## config.mk

```make
export PLATFORM = sky130hd
export DESIGN_NAME = change_dispenser
export DESIGN_NICKNAME = d
export VERILOG_FILES = /design/src/rtl/change_dispenser.sv
export SDC_FILE = /design/constraint.sdc
export NUM_CORES = 1
export LEC_CHECK = 0
export ABC_AREA = 1
export CAP_MARGIN = 10
export CORE_MARGIN = 4
export CORE_UTILIZATION = 54
export DETAILED_ROUTE_END_ITERATION = 10
export PLACE_DENSITY = 0.86
export SKIP_CTS_REPAIR_TIMING = 1
export SYNTH_ARGS = -nofsm -noshare
export SYNTH_HDL_FRONTEND = slang
export SYNTH_SLANG_ARGS = --single-unit
```

## constraint.sdc

```tcl
create_clock -name clk -period 6.41 [get_ports clk]
set_input_delay 0.9615 -clock clk [delete_from_list [all_inputs] [get_ports clk]]
set_output_delay 0.9615 -clock clk [all_outputs]
set_load 0.1 [all_outputs]
```

## src/rtl/change_dispenser.sv

```systemverilog
// change_dispenser
//   Pays out a change amount using the fixed denomination set
//   100, 50, 20, 10, 5, 2, 1 (avail_mask bit 6 = 100 ... bit 0 = 1).
//   The largest denomination that is in stock and fits the remaining
//   amount is picked each round. Each note is presented on disp_* until
//   it is acknowledged.
//
// Ports
//   clk, rst          clock, asynchronous active-high reset
//   chg_valid/ready   request handshake, chg_amount = change to return
//   avail_mask        per-denomination stock present flags
//   disp_valid/note   dispense command, held until disp_ack
//   done / err        one-cycle completion / cannot-complete pulses
//   rem_amount        remaining unpaid amount
//   note_count        notes dispensed for the current/last request (sat. 255)
module change_dispenser (
  input  logic        clk,
  input  logic        rst,
  input  logic        chg_valid,
  input  logic [15:0] chg_amount,
  output logic        chg_ready,
  input  logic [6:0]  avail_mask,
  output logic        disp_valid,
  output logic [6:0]  disp_note,
  input  logic        disp_ack,
  output logic        done,
  output logic        err,
  output logic [15:0] rem_amount,
  output logic [7:0]  note_count
);

  typedef enum logic [2:0] {IDLE, SELECT, DISPENSE, DONE, ERR} state_t;
  state_t state;

  function automatic logic [6:0] denom(input int idx);
    case (idx)
      6:       denom = 7'd100;
      5:       denom = 7'd50;
      4:       denom = 7'd20;
      3:       denom = 7'd10;
      2:       denom = 7'd5;
      1:       denom = 7'd2;
      default: denom = 7'd1;
    endcase
  endfunction

  // Largest stocked denomination not exceeding rem_amount. Because the pick
  // never exceeds rem_amount, the DISPENSE subtraction cannot underflow.
  logic       pick_ok;
  logic [6:0] pick_note;

  always_comb begin
    pick_ok   = 1'b0;
    pick_note = '0;
    for (int i = 6; i >= 0; i--) begin
      if (!pick_ok && avail_mask[i] && ({9'd0, denom(i)} <= rem_amount)) begin
        pick_ok   = 1'b1;
        pick_note = denom(i);
      end
    end
  end

  assign chg_ready = (state == IDLE);

  always_ff @(posedge clk or posedge rst) begin
    if (rst) begin
      state      <= IDLE;
      disp_valid <= 1'b0;
      disp_note  <= '0;
      done       <= 1'b0;
      err        <= 1'b0;
      rem_amount <= '0;
      note_count <= '0;
    end else begin
      // done/err are set on entry to DONE/ERR and cleared here next cycle
      done <= 1'b0;
      err  <= 1'b0;
      case (state)
        IDLE: begin
          if (chg_valid) begin
            rem_amount <= chg_amount;
            note_count <= '0;
            state      <= SELECT;
          end
        end
        SELECT: begin
          if (rem_amount == 16'd0) begin
            done  <= 1'b1;
            state <= DONE;
          end else if (pick_ok) begin
            disp_note  <= pick_note;
            disp_valid <= 1'b1;
            state      <= DISPENSE;
          end else begin
            err   <= 1'b1;
            state <= ERR;
          end
        end
        DISPENSE: begin
          if (disp_ack) begin
            rem_amount <= rem_amount - {9'd0, disp_note};
            if (note_count != 8'hFF) note_count <= note_count + 8'd1;
            // dropping valid here yields the one-cycle bubble in SELECT
            disp_valid <= 1'b0;
            state      <= SELECT;
          end
        end
        DONE:    state <= IDLE;
        ERR:     state <= IDLE;
        default: state <= IDLE;
      endcase
    end
  end

endmodule

```

After elaboration in Yosys (flattened, before gate mapping)
Cells that the tools add are included.
- output and inout bits: 35
- memory bits (read-only): 0
- register bits: 37
- bits in latches: 0
- memories: 0
- bits of input ports: 27
- memory bits (writable): 0
- word-level logic and storage cells: 88
- equality and inequality tests: 8
- add/sub/neg operators: 2
- shift operators: 0
- div/mod/pow operators: 0
- mux-type cells: 35
- bitwise logic cells: 1
- multipliers: 0
- reductions and logical operators: 28
- order comparisons: 7
- operators with widths (kind ; number):
    7-bit 2-to-1 mux ; 7
    16-bit 2-to-1 mux ; 2
    16-bit one-hot mux with 2 select lines ; 1
    8-bit 2-to-1 mux ; 3
    1-bit by 16-bit <= comparator with 1-bit output (first input constant) ; 1
    2-bit by 16-bit <= comparator with 1-bit output (first input constant) ; 1
    3-bit by 16-bit <= comparator with 1-bit output (first input constant) ; 1
    4-bit by 16-bit <= comparator with 1-bit output (first input constant) ; 1
    5-bit by 16-bit <= comparator with 1-bit output (first input constant) ; 1
    6-bit by 16-bit <= comparator with 1-bit output (first input constant) ; 1
    7-bit by 16-bit <= comparator with 1-bit output (first input constant) ; 1
    16-bit logical NOT ; 1
    8-bit one-hot mux with 2 select lines ; 1
    16-bit by 7-bit subtractor with 16-bit output ; 1
    1-bit 2-to-1 mux ; 15
    1-bit logical AND ; 13
    3-bit 2-to-1 mux ; 4
    2-bit inequality test (second input constant) ; 5
    3-bit one-hot mux with 3 select lines ; 1
    8-bit by 1-bit adder with 8-bit output (second input constant) ; 1
    8-bit inequality test (second input constant) ; 1
    4-bit AND reduction ; 2
    1-bit logical NOT ; 6
    3-bit AND reduction ; 2
    other kinds (7) ; 8

Logic depth before layout (Yosys ltp)
Gate-level depths: netlist of the first run.
- depth in word-level cells: 30
- mapped depth: 18
- gate-level depth less buffers: 18

Least setup slack after synthesis of the first run
Ideal clock, no wire load.
- kind: register to register
- start: register rem_amount[0]
- end: register rem_amount[12]
- stages on the path, launching flop included: 18
- path buffers: 0
- required time: 6.280 ns
- arrival time: 2.680 ns
- setup time: 0.130 ns
- period minus slack after synthesis: 2.810 ns
- setup slack: 3.600 ns
- cells stage by stage: dfrtp_1 > inv_1 > ha_1 > fa_1 > inv_1 > nand2_1 > o21ai_0 > nand2_1 > nand2_1 > nand2_1 > nand2_1 > nand2_1 > nand2_1 > inv_1 > nand3_1 > nand3_1 > nand2_1 > o21ai_1
- longest elaborated chain between the ends: 3
- ends and longest elaborated chain (item ; line ; source):
    start: declaration ; 28 ; output logic [15:0] rem_amount,
    start signal: assignment ; 81 ; rem_amount <= chg_amount;
    start signal: assignment ; 101 ; rem_amount <= rem_amount - {9'd0, disp_note};
    16-bit by 7-bit subtractor with 16-bit output ; 101 ;
    16-bit 2-to-1 mux ; 100 ; if (disp_ack) begin
    16-bit one-hot mux with 2 select lines ; 78 ; case (state)
Every way passes these cells. The select of a mux whose other input is x is not followed.
A chain may end at the register's enable or synchronous reset.

Worst setup path after layout of the first run
- start: register state[0]
- end: output port chg_ready
- longest elaborated chain between the ends: 1
- ends and longest elaborated chain (item ; line ; source):
    start: declaration ; 33 ; state_t state;
    start signal: assignment ; 67 ; state <= IDLE;
    start signal: assignment ; 83 ; state <= SELECT;
    start signal: assignment ; 89 ; state <= DONE;
    3-bit logical NOT ; 63 ; assign chg_ready = (state == IDLE);
    end: declaration ; 21 ; output logic chg_ready,
Every way passes these cells.

==> results.md, run 1 <==
* Net count of the finished layout at roughly 450
* Top-level I/O count at 62
* Max-capacitance violation count at 0
* Synth Flop Type: dfrtp_1
* Period utilization at a little under half
* Iteration-0 DRC Markers at 107
* Via count of the first global-routing pass at between 2k and 2.5k
* Register-to-register setup slack at a little under 4000 ps
* Hold crit path type: flip-flop to flip-flop
* All-layer global routing usage at between 20% and 30%
* WL/cell at 13.29 microns
* Largest fanout on the critical path at 2
* DRT Wirelength at 6245 microns
* Initial antenna violation count at 0
* Nature of the critical path startpoint: flip-flop
* Worst relative slew slack at 34.78%
* Category of the worst setup path capture point: output port
* Ranking of synthesized cells by instance count: nand2_1, nor2_1, inv_1
* Worst skew pair latency at 290 ps
* Number of register bits inferred by synthesis at 37
* Remaining global-route overflow at 0
* Data required time at the worst endpoint at roughly 5500 ps
* Count of antenna diodes in the layout at 0
* Clock tree skew after final layout at 8.160 ps
* Final number of setup-violating endpoints at 0
* Count of cell types in the netlist at 38
* Slew at the pin closest to its max-slew limit at 975.2 ps
* Final weighted congestion in routability-driven placement at about 0.85
* Maximum number of pins on one net before global-route repair at 38
* Hold-critical path depth at 2
* Maximum count of clock buffers along a single path at 2
* Clk slew on worst S/H paths at 70 ps
* Share of flip-flops with an asynchronous set or reset at 100.0%
* Core Footprint at 4474 sq um
* Arrival time at the worst endpoint at 2110 ps
* Die X-Extent at 76.99 microns
* Final hold vios at 0
* Clock tree from TritonCTS: built
* Area leader, netlist: dfrtp_1
* Setup repair after global routing missed its margin: false
* Via count of the routed design at 2532
* Critical path type: flip-flop to output port
* Leading cell type by number of instances after synthesis: nand2_1
* Synth area leaders: dfrtp_1, nand2_1, nor2_1
* Initial core utilization at 57.44%
* Number of levels in the clock H-tree at 2
* Overall die height at ~77 microns
* Register area share after synthesis at 36.03%
* Num rows at 24
* Synthesized instance count at between 300 and 400
* Final ANT Viol Nets at 0
* Total Negative Setup Slacks at 0 ps
* HP Start: disp_valid
* Sum of net half-perimeters after detailed placement at 4771 microns
* Depth of the worst register-to-register path at 17
* Root Driver: clkbuf_8
* Die area at 5927 sq um
* Post-synth EDFFs at 0
* CP startpoint: state[0]
* Count of input and output buffers at 61
* Post-synthesis to final-layout area growth at 28.58%
* Mean cell area of the mapped netlist at 7.239 sq um
* Max Slew Vio Count at 0
* Share of Yosys cell area claimed by the top area cell type at 36.03%
* Synth Cell Area at 2570 sq um
* Number of nets produced by synthesis at 391
* Synthesis Warnings at 0
* Count of unresolved DRC violations after routing at 0
* End point of the worst hold path: disp_valid
* CTS buffer count at 5
* Worst reg2reg path endpoint: rem_amount[12]
* First-pass iteration count of the detailed router at 4
* Share of layout cells above drive strength 1 at 12.44%
* Post-layout minimum cycle time at 3069 ps
* Startpoint of the worst register-to-register path: rem_amount[0]
* Number of sinks on the clock net at 37
* Highest Clock Rate at 325.8 MHz
* Status: complete, no violations
* First-pass GRT wire length at 10960 microns
* Average via count per standard cell at around 5.4
-- sequential cells by signal, summed over array words and instances, names as in the netlist --
register and cells:
err 1, disp_note 7, state 3, note_count 8, rem_amount 16, done 1, disp_valid 1
-- layer usage --
metal	global-route usage, %	wire [microns]
met1	29.17	2900
met2	38.41	2968
met3	4.450	333
met4	5.160	42
met5	0	0
-- worst max path at each step --
stage               cells after the start        endpoint
detailed placement                     11   note_count[7]
finish                                  4       chg_ready
global placement                        4       chg_ready
global route                            4       chg_ready
floorplan                              17  rem_amount[12]
CTS                                     4       chg_ready
-- cell type report --
class | count | area, sq um
multi-input combinational | 261 | 1414
fill | 364 | 1170
sequential | 37 | 925.9
timing repair buffer | 62 | 618.1
inverter | 51 | 191.4
clock buffer | 6 | 82.58
tap | 52 | 65.06
clock inverter | 1 | 7.507
-- critical path, stage by stage, from the launching register on --
cell and delay (ps):
dfrtp_1 380, nor2_1 140, nand2_1 100, inv_1 80, clkdlybuf4s50_1 1130
-- cell usage in the layout, fill, tap and decap left out, types with 6 or more instances in the layout --
master and instances:
o21ai_0 17, nor3_1 6, nand2_1 75, nand2_2 10, o21ai_1 10, inv_1 40
ha_1 8, nor2_1 45, clkbuf_8 6, clkdlybuf4s50_1 61, nand3_1 25, inv_2 11
a21oi_1 15, dfrtp_1 37
-- metrics by stage --
| stage | hold slack [ps] | setup WS (ps) | std cells | cell area, sq um | util, % |
|---|---|---|---|---|---|
| 5_1_grt | 516.4 | 3253 | 470 | 3304 | 73.85 |
| 4_1_cts | 493.0 | 3320 | 470 | 3304 | 73.85 |
| 2_1_floorplan | 589.4 | 3600 | 355 | 2570 | - |
| 3_3_place_gp | 462.1 | 3669 | 463 | 3214 | 71.84 |
| 6_report | 489.9 | 3341 | 470 | 3304 | 73.85 |
| 3_5_place_dp | 477.1 | 3634 | 463 | 3214 | 71.84 |
-- cells by family after synthesis --
logic type,Yosys count,synth area share (%)
AOI/OAI and AO/OA,62,14.61
xor gates and xnor gates,3,1.023
adders and majority gates,9,4.674
buffers and inverters,57,8.958
DFF,37,36.03
and+or+nand+nor,187,34.71
Power of run 1 is not shown: default switching activity piles up to over one toggle a cycle in this logic, so the estimate is an artifact.
==> run 2, diff against run 1 <==
--- a/config.mk
+++ b/config.mk
@@ -8,9 +8,9 @@
 export ABC_AREA = 1
 export CAP_MARGIN = 10
 export CORE_MARGIN = 4
-export CORE_UTILIZATION = 54
+export CORE_UTILIZATION = 45
 export DETAILED_ROUTE_END_ITERATION = 10
-export PLACE_DENSITY = 0.86
+export PLACE_DENSITY = 0.76
 export SKIP_CTS_REPAIR_TIMING = 1
 export SYNTH_ARGS = -nofsm -noshare
 export SYNTH_HDL_FRONTEND = slang
==> constraint.sdc (replaced) <==
create_clock -name clk -period 2.8 [get_ports clk]
set_input_delay 0.42 -clock clk [delete_from_list [all_inputs] [get_ports clk]]
set_output_delay 0.42 -clock clk [all_outputs]
set_load 0.1 [all_outputs]
==> run 2 against run 1 <==
  * Final cell count is 4.7% higher
  * Clock-buffer cell count is 1 higher
  * Cell area is 1.5% lower
  * Core utilization is 15 points lower
  * Critical path type is now flip-flop to flip-flop
  * Critical endpoint is now rem_amount[12]
  * Largest cell class unchanged
==> results.md, run 2 (synthesis results as in run 1) <==
* Final weighted congestion in routability-driven placement at around 0.85
* Core Footprint at around 5500 sq um
* Leading registers by flop count: rem_amount: 16 flops, note_count: 8 flops, disp_note: 7 flops
* First-pass iteration count of the detailed router at 4
* Highest Clock Rate at 435.8 MHz
* DRT Wirelength at 6315 microns
* Final number of setup-violating endpoints at 0
* Clock tree from TritonCTS: built
* All-layer global routing usage at about a fifth
* Period utilization at 81.94%
* WL/cell at approximately 13 microns
* Initial core utilization at 46.67%
* Clock tree skew after final layout at 5.353 ps
* Largest fanout on the critical path at 6
* Category of the worst setup path capture point: flip-flop
* Data required time at the worst endpoint at 2970 ps
* Setup repair after global routing missed its margin: false
* Max-capacitance violation count at 0
* Largest reg by FF count: rem_amount
* Worst skew pair latency at 290 ps
* Die area at between 6000 and 7000 sq um
* Via count of the routed design at between 2k and 2.5k
* First-pass GRT wire length at ~11000 microns
* Clk slew on worst S/H paths at 80 ps
* Maximum number of pins on one net before global-route repair at 38
* Footprint of the flip-flops and latches at ~930 sq um
* Most frequent standard cell in the layout excluding fill and tap cells: nand2_1
* Final ANT Viol Nets at 0
* Number of sinks on the clock net at 37
* Count of input and output buffers at between 60 and 70
* Total Negative Setup Slacks at 0 ps
* Worst slack after detailed placement at 536.3 ps
* Number of levels in the clock H-tree at 2
* Count of unresolved DRC violations after routing at 0
* Initial antenna violation count at 0
* Share of layout cells above drive strength 1 at 21.19%
* Slew at the pin closest to its max-slew limit at 522.0 ps
* Count of antenna diodes in the layout at 0
* Iteration-0 DRC Markers at between 90 and 100
* Root Driver: clkbuf_8
* Net count of the finished layout at 455
* Num rows at 27
* Average via count per standard cell at 5.053
* Nature of the critical path startpoint: flip-flop
* Setup slack after layout at between 500 and 600 ps
* Status: complete, no violations
* Number of flip-flops under the largest register name at 16
* Most frequent cells in the layout: nand2_1, nor2_1, inv_1, buf_4, dfrtp_1
* Die X-Extent at 83.57 microns
* CTS buffer count at 5
* Post-synthesis to final-layout area growth at 26.63%
* Maximum count of clock buffers along a single path at 2
* Overall die height at 83.57 microns
* Filler cells at around 520
* Top-level I/O count at 62
* Remaining global-route overflow at 0
* Post-layout minimum cycle time at 2294 ps
* Critical path type: flip-flop to flip-flop
* Multi-input combinational cell area at 1414 sq um
* Arrival time at the worst endpoint at 2460 ps
* Max Slew Vio Count at 0
* Via count of the first global-routing pass at 2436
* Final hold vios at 0
* Sum of net half-perimeters after detailed placement at 4871 microns
* Hold crit path type: flip-flop to flip-flop
* Worst relative slew slack at between 60% and 70%
## run 2: changes by cell type in the layout (fill, tap and decap cells not counted)
| cell | delta |
|---|---|
| dfrtp_2 | +1 |
| clkdlybuf4s50_1 | -35 |
| buf_4 | +36 |
| dfrtp_1 | -1 |
| clkbuf_1 | +1 |
## run 2: critical path: stages, from the launching register on
cell and delay [ps]:
dfrtp_2 390, inv_1 70, ha_1 200, fa_1 360
inv_1 70, nand2_1 70, o21ai_0 190, nand2_1 100
nand2_1 60, nand2_1 60, nand2_1 60, nand2_1 60
nand2_1 80, inv_1 110, nand3_1 90, nand3_1 90
nand2_1 70, o21ai_1 50
## run 2: worst paths after layout
path | slack, ps | start | to | cells after the start
worst max-delay path | 510 | rem_amount[0] | rem_amount[12] | 17
worst min-delay path | 480 | disp_valid | disp_valid | 2
worst max register to register | 510 | rem_amount[0] | rem_amount[12] | 17
worst min register to register | 480 | disp_valid | disp_valid | 2
max in group asynchronous | 1910 | rst | rem_amount[0] | 3
min in group asynchronous | 540 | rst | note_count[7] | 3
## run 2: per-stage QoR
| step | hold WS, ps | util, % | std cells | instance area (sq um) |
|---|---|---|---|---|
| final | 482.4 | 59.10 | 492 | 3254 |
| after global placement | 470.4 | 57.40 | 484 | 3161 |
| after global routing | 522.7 | 59.10 | 492 | 3254 |
| after floorplan | 576.8 | - | 355 | 2571 |
| after detailed placement | 467.6 | 57.40 | 484 | 3161 |
| after CTS | 486.9 | 59.10 | 492 | 3254 |
## run 2: final cells by class
cell class / instances / share of cell area (%)
clock inverters: 1 / 0.2307
multi-input cells: 261 / 43.44
clock buffers: 7 / 2.653
inverters: 51 / 5.882
well taps: 72 / 2.768
flip-flops and latches: 37 / 28.49
repair buffers: 63 / 16.53
## run 2: layer usage
metal  up-vias  track usage, %  routed length, microns
met5         -               0                       0
met4         0           5.117                      65
met3         7           4.738                     353
met2        63           31.24                    2956
met1      1136           24.34                    2939
li1       1280               -                       -
Power of run 2 is left out for the same reason.
